File: config.mk
export PLATFORM = sky130hd
export DESIGN_NAME = dlx_seq_flat
export DESIGN_NICKNAME = d
export VERILOG_FILES = /design/src/rtl/dlx_pkg.sv /design/src/rtl/dlx_seq_if.sv /design/src/rtl/bus_wdog.sv /design/src/rtl/dlx_seq.sv /design/src/flat_wrapper.sv
export SDC_FILE = /design/constraint.sdc
export NUM_CORES = 1
export LEC_CHECK = 0
export CAP_MARGIN = 10
export CORE_ASPECT_RATIO = 0.6
export CORE_MARGIN = 2
export CORE_UTILIZATION = 56
export DETAILED_ROUTE_END_ITERATION = 16
export PLACE_DENSITY_LB_ADDON = 0.3
export SYNTH_ARGS = -nofsm -noshare
export SYNTH_HDL_FRONTEND = slang
export SYNTH_HIERARCHICAL = 1
export SYNTH_SLANG_ARGS = --single-unit
File: constraint.sdc
create_clock -name clk -period 3.5 [get_ports clk]
set_input_delay 0.875 -clock clk [delete_from_list [all_inputs] [get_ports clk]]
set_output_delay 0.875 -clock clk [all_outputs]
set_load 0.02 [all_outputs]
File: src/rtl/dlx_pkg.sv
// Shared types and constants for the DLX multi-cycle sequencer.
// pc_cmd is declared [0:1] so the literal 2'b10 puts the "redirect" bit at index 0.
package dlx_pkg;

    typedef enum logic [2:0] {
        S_IF,
        S_IWAIT,
        S_ID,
        S_EX,
        S_MEM,
        S_WB,
        S_HALT
    } state_e;

    typedef logic [0:1] pc_cmd_t;

    localparam pc_cmd_t PC_INC = 2'b00;
    localparam pc_cmd_t PC_REL = 2'b10;
    localparam pc_cmd_t PC_ABS = 2'b11;

    localparam logic [7:0] DEF_TIMEOUT = 8'd255;

    // A jump always outranks a branch.
    function automatic pc_cmd_t pc_next(input logic is_jump, input logic jump_abs,
                                        input logic is_branch, input logic br_taken);
        if (is_jump) begin
            return jump_abs ? PC_ABS : PC_REL;
        end
        if (is_branch && br_taken) begin
            return PC_REL;
        end
        return PC_INC;
    endfunction

endpackage

File: src/rtl/dlx_seq_if.sv
// Bundle between the DLX sequencer (master) and its decoder/memory environment (slave).
interface dlx_seq_if;

    logic             i_ack;
    logic             d_ack;
    logic             is_load;
    logic             is_store;
    logic             is_jump;
    logic             jump_abs;
    logic             is_branch;
    logic             br_taken;
    logic             halt;

    logic             IF;
    logic             ID;
    logic             EX;
    logic             MEM;
    logic             WB;
    dlx_pkg::pc_cmd_t pc_cmd;
    logic             i_req;
    logic             d_req;
    logic             d_we;
    logic             wb_en;
    logic             halted;
    logic             bus_err;
    logic [31:0]      retired;

    modport master (
        input  i_ack, d_ack, is_load, is_store, is_jump, jump_abs, is_branch, br_taken, halt,
        output IF, ID, EX, MEM, WB, pc_cmd, i_req, d_req, d_we, wb_en, halted, bus_err, retired
    );

    modport slave (
        output i_ack, d_ack, is_load, is_store, is_jump, jump_abs, is_branch, br_taken, halt,
        input  IF, ID, EX, MEM, WB, pc_cmd, i_req, d_req, d_we, wb_en, halted, bus_err, retired
    );

endinterface

File: src/rtl/bus_wdog.sv
// Bus-wait watchdog: counts waiting cycles and flags the cycle in which the count reaches limit.
module bus_wdog (
    input  logic       clk,
    input  logic       reset_n,
    input  logic       clear,
    input  logic       enable,
    input  logic [7:0] limit,
    output logic       expired
);

    logic [7:0] cnt_q;
    logic [7:0] cnt_d;

    always_comb begin
        cnt_d = cnt_q;
        if (clear) begin
            cnt_d = 8'd0;
        end else if (enable && (cnt_q != 8'hff)) begin
            cnt_d = cnt_q + 8'd1;
        end
    end

    always_ff @(posedge clk) begin
        if (!reset_n) begin
            cnt_q <= 8'd0;
        end else begin
            cnt_q <= cnt_d;
        end
    end

    // Expires in the waiting cycle whose increment would make the count equal limit.
    assign expired = enable && (({1'b0, cnt_q} + 9'd1) >= {1'b0, limit});

endmodule

File: src/rtl/dlx_seq.sv
// DLX multi-cycle control sequencer: fetch/decode/execute/memory/writeback phase strobes,
// PC command, memory requests with bus-wait timeout, and a retired-instruction counter.
module dlx_seq
    import dlx_pkg::*;
#(
    parameter logic [7:0] TIMEOUT = DEF_TIMEOUT
) (
    input logic       clk,
    input logic       reset_n,
    dlx_seq_if.master bus
);

    state_e      state_q;
    state_e      state_d;
    pc_cmd_t     pc_cmd_q;
    logic        d_we_q;
    logic        wb_ok_q;
    logic        bus_err_q;
    logic [31:0] retired_q;

    logic        waiting;
    logic        entering_wait;
    logic        expired;
    logic        timeout_hit;

    assign waiting       = (state_q == S_IWAIT) || (state_q == S_MEM);
    assign entering_wait = ((state_d == S_IWAIT) || (state_d == S_MEM)) && !waiting;
    assign timeout_hit   = expired && (((state_q == S_IWAIT) && !bus.i_ack) ||
                                       ((state_q == S_MEM) && !bus.d_ack));

    bus_wdog u_wdog (
        .clk     (clk),
        .reset_n (reset_n),
        .clear   (entering_wait),
        .enable  (waiting),
        .limit   (TIMEOUT),
        .expired (expired)
    );

    always_ff @(posedge clk) begin
        if (!reset_n) begin
            state_q <= S_IF;
        end else begin
            state_q <= state_d;
        end
    end

    always_comb begin
        state_d = state_q;
        unique case (state_q)
            S_IF:    state_d = S_IWAIT;
            S_IWAIT: begin
                // An ack in the expiring cycle still wins.
                if (bus.i_ack) begin
                    state_d = S_ID;
                end else if (expired) begin
                    state_d = S_HALT;
                end
            end
            S_ID:    state_d = bus.halt ? S_HALT : S_EX;
            S_EX:    state_d = (bus.is_load || bus.is_store) ? S_MEM : S_WB;
            S_MEM: begin
                if (bus.d_ack) begin
                    state_d = S_WB;
                end else if (expired) begin
                    state_d = S_HALT;
                end
            end
            S_WB:    state_d = S_IF;
            S_HALT:  state_d = S_HALT;
            default: state_d = S_HALT;
        endcase
    end

    // Instruction attributes are captured in EX; the decoder flags are not valid afterwards.
    always_ff @(posedge clk) begin
        if (!reset_n) begin
            pc_cmd_q  <= PC_INC;
            d_we_q    <= 1'b0;
            wb_ok_q   <= 1'b0;
            bus_err_q <= 1'b0;
            retired_q <= 32'd0;
        end else begin
            if (state_q == S_EX) begin
                pc_cmd_q <= pc_next(bus.is_jump, bus.jump_abs, bus.is_branch, bus.br_taken);
                d_we_q   <= bus.is_store;
                wb_ok_q  <= !(bus.is_store || bus.is_branch || bus.is_jump);
            end else if (state_q == S_IF) begin
                pc_cmd_q <= PC_INC;
            end
            if (state_q == S_WB) begin
                retired_q <= retired_q + 32'd1;
            end
            if (timeout_hit) begin
                bus_err_q <= 1'b1;
            end
        end
    end

    // Strobes are masked while reset is held so the first IF appears only once it is released.
    always_comb begin
        bus.IF      = 1'b0;
        bus.ID      = 1'b0;
        bus.EX      = 1'b0;
        bus.MEM     = 1'b0;
        bus.WB      = 1'b0;
        bus.i_req   = 1'b0;
        bus.d_req   = 1'b0;
        bus.d_we    = 1'b0;
        bus.wb_en   = 1'b0;
        bus.halted  = 1'b0;
        if (reset_n) begin
            unique case (state_q)
                S_IF:    bus.IF = 1'b1;
                S_IWAIT: bus.i_req = 1'b1;
                S_ID:    bus.ID = 1'b1;
                S_EX:    bus.EX = 1'b1;
                S_MEM: begin
                    bus.MEM   = 1'b1;
                    bus.d_req = 1'b1;
                    bus.d_we  = d_we_q;
                end
                S_WB: begin
                    bus.WB    = 1'b1;
                    bus.wb_en = wb_ok_q;
                end
                S_HALT:  bus.halted = 1'b1;
                default: bus.halted = 1'b1;
            endcase
        end
        bus.pc_cmd  = pc_cmd_q;
        bus.bus_err = bus_err_q;
        bus.retired = retired_q;
    end

endmodule

File: src/flat_wrapper.sv
// flat-port wrapper written by rule: the top's interface ports become plain ports
module dlx_seq_flat import dlx_pkg::*;
#(
    parameter logic [7:0] TIMEOUT = DEF_TIMEOUT
)
  (clk, reset_n, bus_i_ack, bus_d_ack, bus_is_load, bus_is_store, bus_is_jump, bus_jump_abs, bus_is_branch, bus_br_taken, bus_halt, bus_IF, bus_ID, bus_EX, bus_MEM, bus_WB, bus_pc_cmd, bus_i_req, bus_d_req, bus_d_we, bus_wb_en, bus_halted, bus_bus_err, bus_retired);
  dlx_seq_if bus_i ();
  input logic clk;
  input logic reset_n;
  input wire logic [$bits(bus_i.i_ack)-1:0] bus_i_ack;
  input wire logic [$bits(bus_i.d_ack)-1:0] bus_d_ack;
  input wire logic [$bits(bus_i.is_load)-1:0] bus_is_load;
  input wire logic [$bits(bus_i.is_store)-1:0] bus_is_store;
  input wire logic [$bits(bus_i.is_jump)-1:0] bus_is_jump;
  input wire logic [$bits(bus_i.jump_abs)-1:0] bus_jump_abs;
  input wire logic [$bits(bus_i.is_branch)-1:0] bus_is_branch;
  input wire logic [$bits(bus_i.br_taken)-1:0] bus_br_taken;
  input wire logic [$bits(bus_i.halt)-1:0] bus_halt;
  output wire logic [$bits(bus_i.IF)-1:0] bus_IF;
  output wire logic [$bits(bus_i.ID)-1:0] bus_ID;
  output wire logic [$bits(bus_i.EX)-1:0] bus_EX;
  output wire logic [$bits(bus_i.MEM)-1:0] bus_MEM;
  output wire logic [$bits(bus_i.WB)-1:0] bus_WB;
  output wire logic [$bits(bus_i.pc_cmd)-1:0] bus_pc_cmd;
  output wire logic [$bits(bus_i.i_req)-1:0] bus_i_req;
  output wire logic [$bits(bus_i.d_req)-1:0] bus_d_req;
  output wire logic [$bits(bus_i.d_we)-1:0] bus_d_we;
  output wire logic [$bits(bus_i.wb_en)-1:0] bus_wb_en;
  output wire logic [$bits(bus_i.halted)-1:0] bus_halted;
  output wire logic [$bits(bus_i.bus_err)-1:0] bus_bus_err;
  output wire logic [$bits(bus_i.retired)-1:0] bus_retired;
  assign bus_i.i_ack = bus_i_ack;
  assign bus_i.d_ack = bus_d_ack;
  assign bus_i.is_load = bus_is_load;
  assign bus_i.is_store = bus_is_store;
  assign bus_i.is_jump = bus_is_jump;
  assign bus_i.jump_abs = bus_jump_abs;
  assign bus_i.is_branch = bus_is_branch;
  assign bus_i.br_taken = bus_br_taken;
  assign bus_i.halt = bus_halt;
  assign bus_IF = bus_i.IF;
  assign bus_ID = bus_i.ID;
  assign bus_EX = bus_i.EX;
  assign bus_MEM = bus_i.MEM;
  assign bus_WB = bus_i.WB;
  assign bus_pc_cmd = bus_i.pc_cmd;
  assign bus_i_req = bus_i.i_req;
  assign bus_d_req = bus_i.d_req;
  assign bus_d_we = bus_i.d_we;
  assign bus_wb_en = bus_i.wb_en;
  assign bus_halted = bus_i.halted;
  assign bus_bus_err = bus_i.bus_err;
  assign bus_retired = bus_i.retired;
  dlx_seq #(.TIMEOUT(TIMEOUT)) u_core (.clk(clk), .reset_n(reset_n), .bus(bus_i));
endmodule
==> results by group <==
Timing
  • Period Utilization, post-route: 0.9680
  • Worst setup margin: approximately 0.11 ns
  • Post-route setup TNS: 0 ns
  • Final min period: approximately 3.4 ns
  • RSZ-0062 raised after global routing: no
  • # setup viols final: 0
  • Pins Over Slew Limit: 0
  • Fin Clk Skew: roughly 0.0095 ns
  • Achievable Freq: 295.1 MHz
  • Min Hold Slack: approximately 0.49 ns
  • Fin. Hold Viols: 0
  • Headroom to the max-slew limit: 0.5403
  • Worst Max-Slew Pin Slew: about 0.69 ns

Floorplan
  • Die X-Extent: about 95 um
  • Number of I/O pins: between 50 and 60
  • Cell row count: 19
  • Chip Height: approximately 59 um
  • Core ar.: between 0.004 and 0.005 mm^2
  • Die ar.: 0.005549 mm^2
  • Initial core utilization: 0.5951

Global routing
  • Largest net degree at the start of global routing: 33
  • Initial antenna violation count: 0
  • Global-route wire length before repair: 11.72 mm
  • Vias in the first global route: 2479
  • Grt ovf: 0
  • Total Routing Usage GR: 0.2657

Place
  • GPL Wtd Cong: a little over 0.8
  • Post-DP Area: ~0.0034 mm^2
  • Post-DP HPWL: 5.148 mm
  • IO buf count: 55
  • Place WS: 0.07992 ns

Yosys
  • #FFs+latches synth: 48
  • Seq/Total Area, Yosys: 0.3466
  • Syn Area/Cell: ~8 um^2
  • EDFF count, synth: 0
  • Synth area leader: dfxtp_1
  • Mapped Area: about 0.0028 mm^2
  • Cells after Synth: 341
  • Ys flop type: dfxtp_1
  • YS warnings: 6
  • Largest cells by area after synthesis: dfxtp_1 35%, a21oi_1 6.5%, ha_1 4.5%
  • Synth top area share: 0.3466
  • Distinct cells, synth: 56
  • FFs w/ async S/R, synth: 0

Final layout
  • N_diodes: 0
  • Most common cell after layout, fill and taps aside: clkdlybuf4s50_1
  • Share of cells above drive strength 1: 0.06853
  • Final Cell Area: 0.003488 mm^2
  • Final core occ: 0.7487
  • P&R area growth vs syn: 25.81%
  • Fillcell total: ~360
  • Most frequent cells in the layout: 55 x clkdlybuf4s50_1, 48 x dfxtp_1, 36 x a21oi_1, 29 x nor2_1, 25 x nand2_1
  • Layout net count: between 400 and 500

Worst setup path
  • CP startpoint kind: input port
  • Req. time, crit path: around 2.6 ns
  • CP max FO: 12
  • Worst EP arrival: ~2.5 ns
  • Crit Path Class: input port to primary output
  • Crit. End Element: primary output

Power and ir drop
  • P_leak: between 0.001 and 0.0015 uW
  • PD cells: between 300 and 400 mW/mm^2
  • Peak VDD IR: 167.7 uV

Clocking
  • Hold buffer count at cts: 0
  • CTS Root Buffer Type: clkbuf_8
  • CTS Buffer Depth: 2
  • Post-CTS Repair Setup Buffers: 0
  • Clock H-tree levels: 2
  • Total CTS buffers: 5
  • Clock latency on the worst-skew pair: roughly 0.3 ns
  • Clock-pin slew on the worst setup and hold paths: roughly 0.08 ns
  • Sink Count: 48
  • Post-CTS sizing: 0
  • CTS tree: yes

Run
  • Max cap viols: 0

Routing
  • Via density: approximately 5.9
  • Pre-antenna DRT Iters: 5
  • Final wirelength: just over 7 mm
  • DR WL met3: approximately 570 um
  • DR iter-0 viols: between 200 and 250
  • Vias: about 2700
  • Routed Antenna Nets: 0
  • DR DRC count: 0
  • DR WL/cell: roughly 15 um
  • Wl on met1: roughly 3.3 mm
  • WL met2: between 3 and 4 mm
  • DR top layer: met4

Status
  • Outcome: complete, no violations

Hold path
  • Hold Crit Class: register to register
-- cells by family after synthesis --
| kind of cell | count (synthesis) | synth area share |
|---|---|---|
| AOI/OAI and AO/OA | 75 | 0.1674 |
| DFF | 48 | 0.3466 |
| and+or+nand+nor | 145 | 0.3082 |
| other | 1 | 0.001352 |
| xor gates and xnor gates | 20 | 0.06318 |
| buffers and inverters | 39 | 0.05731 |
| adders and majority gates | 10 | 0.04513 |
| muxes | 3 | 0.01083 |
-- path summary, 6_finish.rpt --
check,from,to,slack [ns],cells past startpoint
max,reset_n,bus_wb_en,0.11,6
min,u_core/bus.pc_cmd[1],u_core/bus.pc_cmd[1],0.49,2
max reg2reg,u_core/u_wdog/cnt_q[0],u_core/state_q[1],0.52,12
min reg2reg,u_core/bus.pc_cmd[1],u_core/bus.pc_cmd[1],0.49,2
-- metrics by stage --
stage               cells  total power [uW]
finish                457              1085
global route          457              1126
CTS                   457              1087
detailed placement    449             699.3
global placement      449             696.3
floorplan             348             654.9
-- routing by layer --
layer / up-vias / global-route usage
li1: 1335 / -
met1: 1268 / 0.3812
met2: 110 / 0.4124
met3: 6 / 0.06786
met4: 0 / 0.04555
met5: - / 0
-- Yosys cell counts, types with 2 or more instances --
| master | number |
|---|---|
| or2_2 | 2 |
| o41ai_1 | 3 |
| xnor2_1 | 8 |
| o31ai_1 | 10 |
| nor4b_1 | 2 |
| or3_1 | 4 |
| inv_1 | 15 |
| mux2i_1 | 3 |
| and2_1 | 2 |
| nand4_1 | 6 |
| or4bb_1 | 2 |
| nor2_1 | 29 |
| and4b_1 | 3 |
| nor3_1 | 7 |
| and4_1 | 4 |
| nand3_1 | 15 |
| nand2_1 | 25 |
| nand4b_1 | 2 |
| dfxtp_1 | 48 |
| buf_2 | 6 |
| nand2b_1 | 7 |
| clkbuf_1 | 12 |
| a21oi_1 | 36 |
| nor4_1 | 7 |
| or4_1 | 11 |
| xor2_1 | 12 |
| and3_1 | 4 |
| nand4_2 | 2 |
| buf_1 | 3 |
| nor2b_1 | 2 |
| o21ai_0 | 14 |
| o22ai_1 | 2 |
| ha_1 | 10 |
-- report_power, final --
part           internal (uW)  switching [uW]
sequential               552            14.6
clock                    212             182
combinational           53.0            71.1
-- worst max-delay path, cell delays in order --
cell and delay (ns):
clkdlybuf4s50_1 0.50, inv_2 0.07, buf_4 0.18, nor2_1 0.15
and2_1 0.15, clkdlybuf4s50_1 0.59
-- sequential cells by signal, summed over array words and instances (netlist names) --
signal               flops
u_core/bus.bus_err       1
u_core/bus.retired      32
u_core/d_we_q            1
u_core/state_q           3
u_core/u_wdog/cnt_q      8
u_core/bus.pc_cmd        2
u_core/wb_ok_q           1
-- area by class of cell --
cell class / count / area, um^2 / area share
multi-input combinational: 261 / 1685 / 0.4831
sequential: 48 / 960.9 / 0.2755
timing repair buffer: 61 / 595.6 / 0.1707
tap: 63 / 78.83 / 0.02260
clock buffer: 6 / 72.57 / 0.02080
inverter: 16 / 60.06 / 0.01722
clock inverter: 2 / 35.03 / 0.01004
No activity file was read; power rests on OpenSTA's default activity.
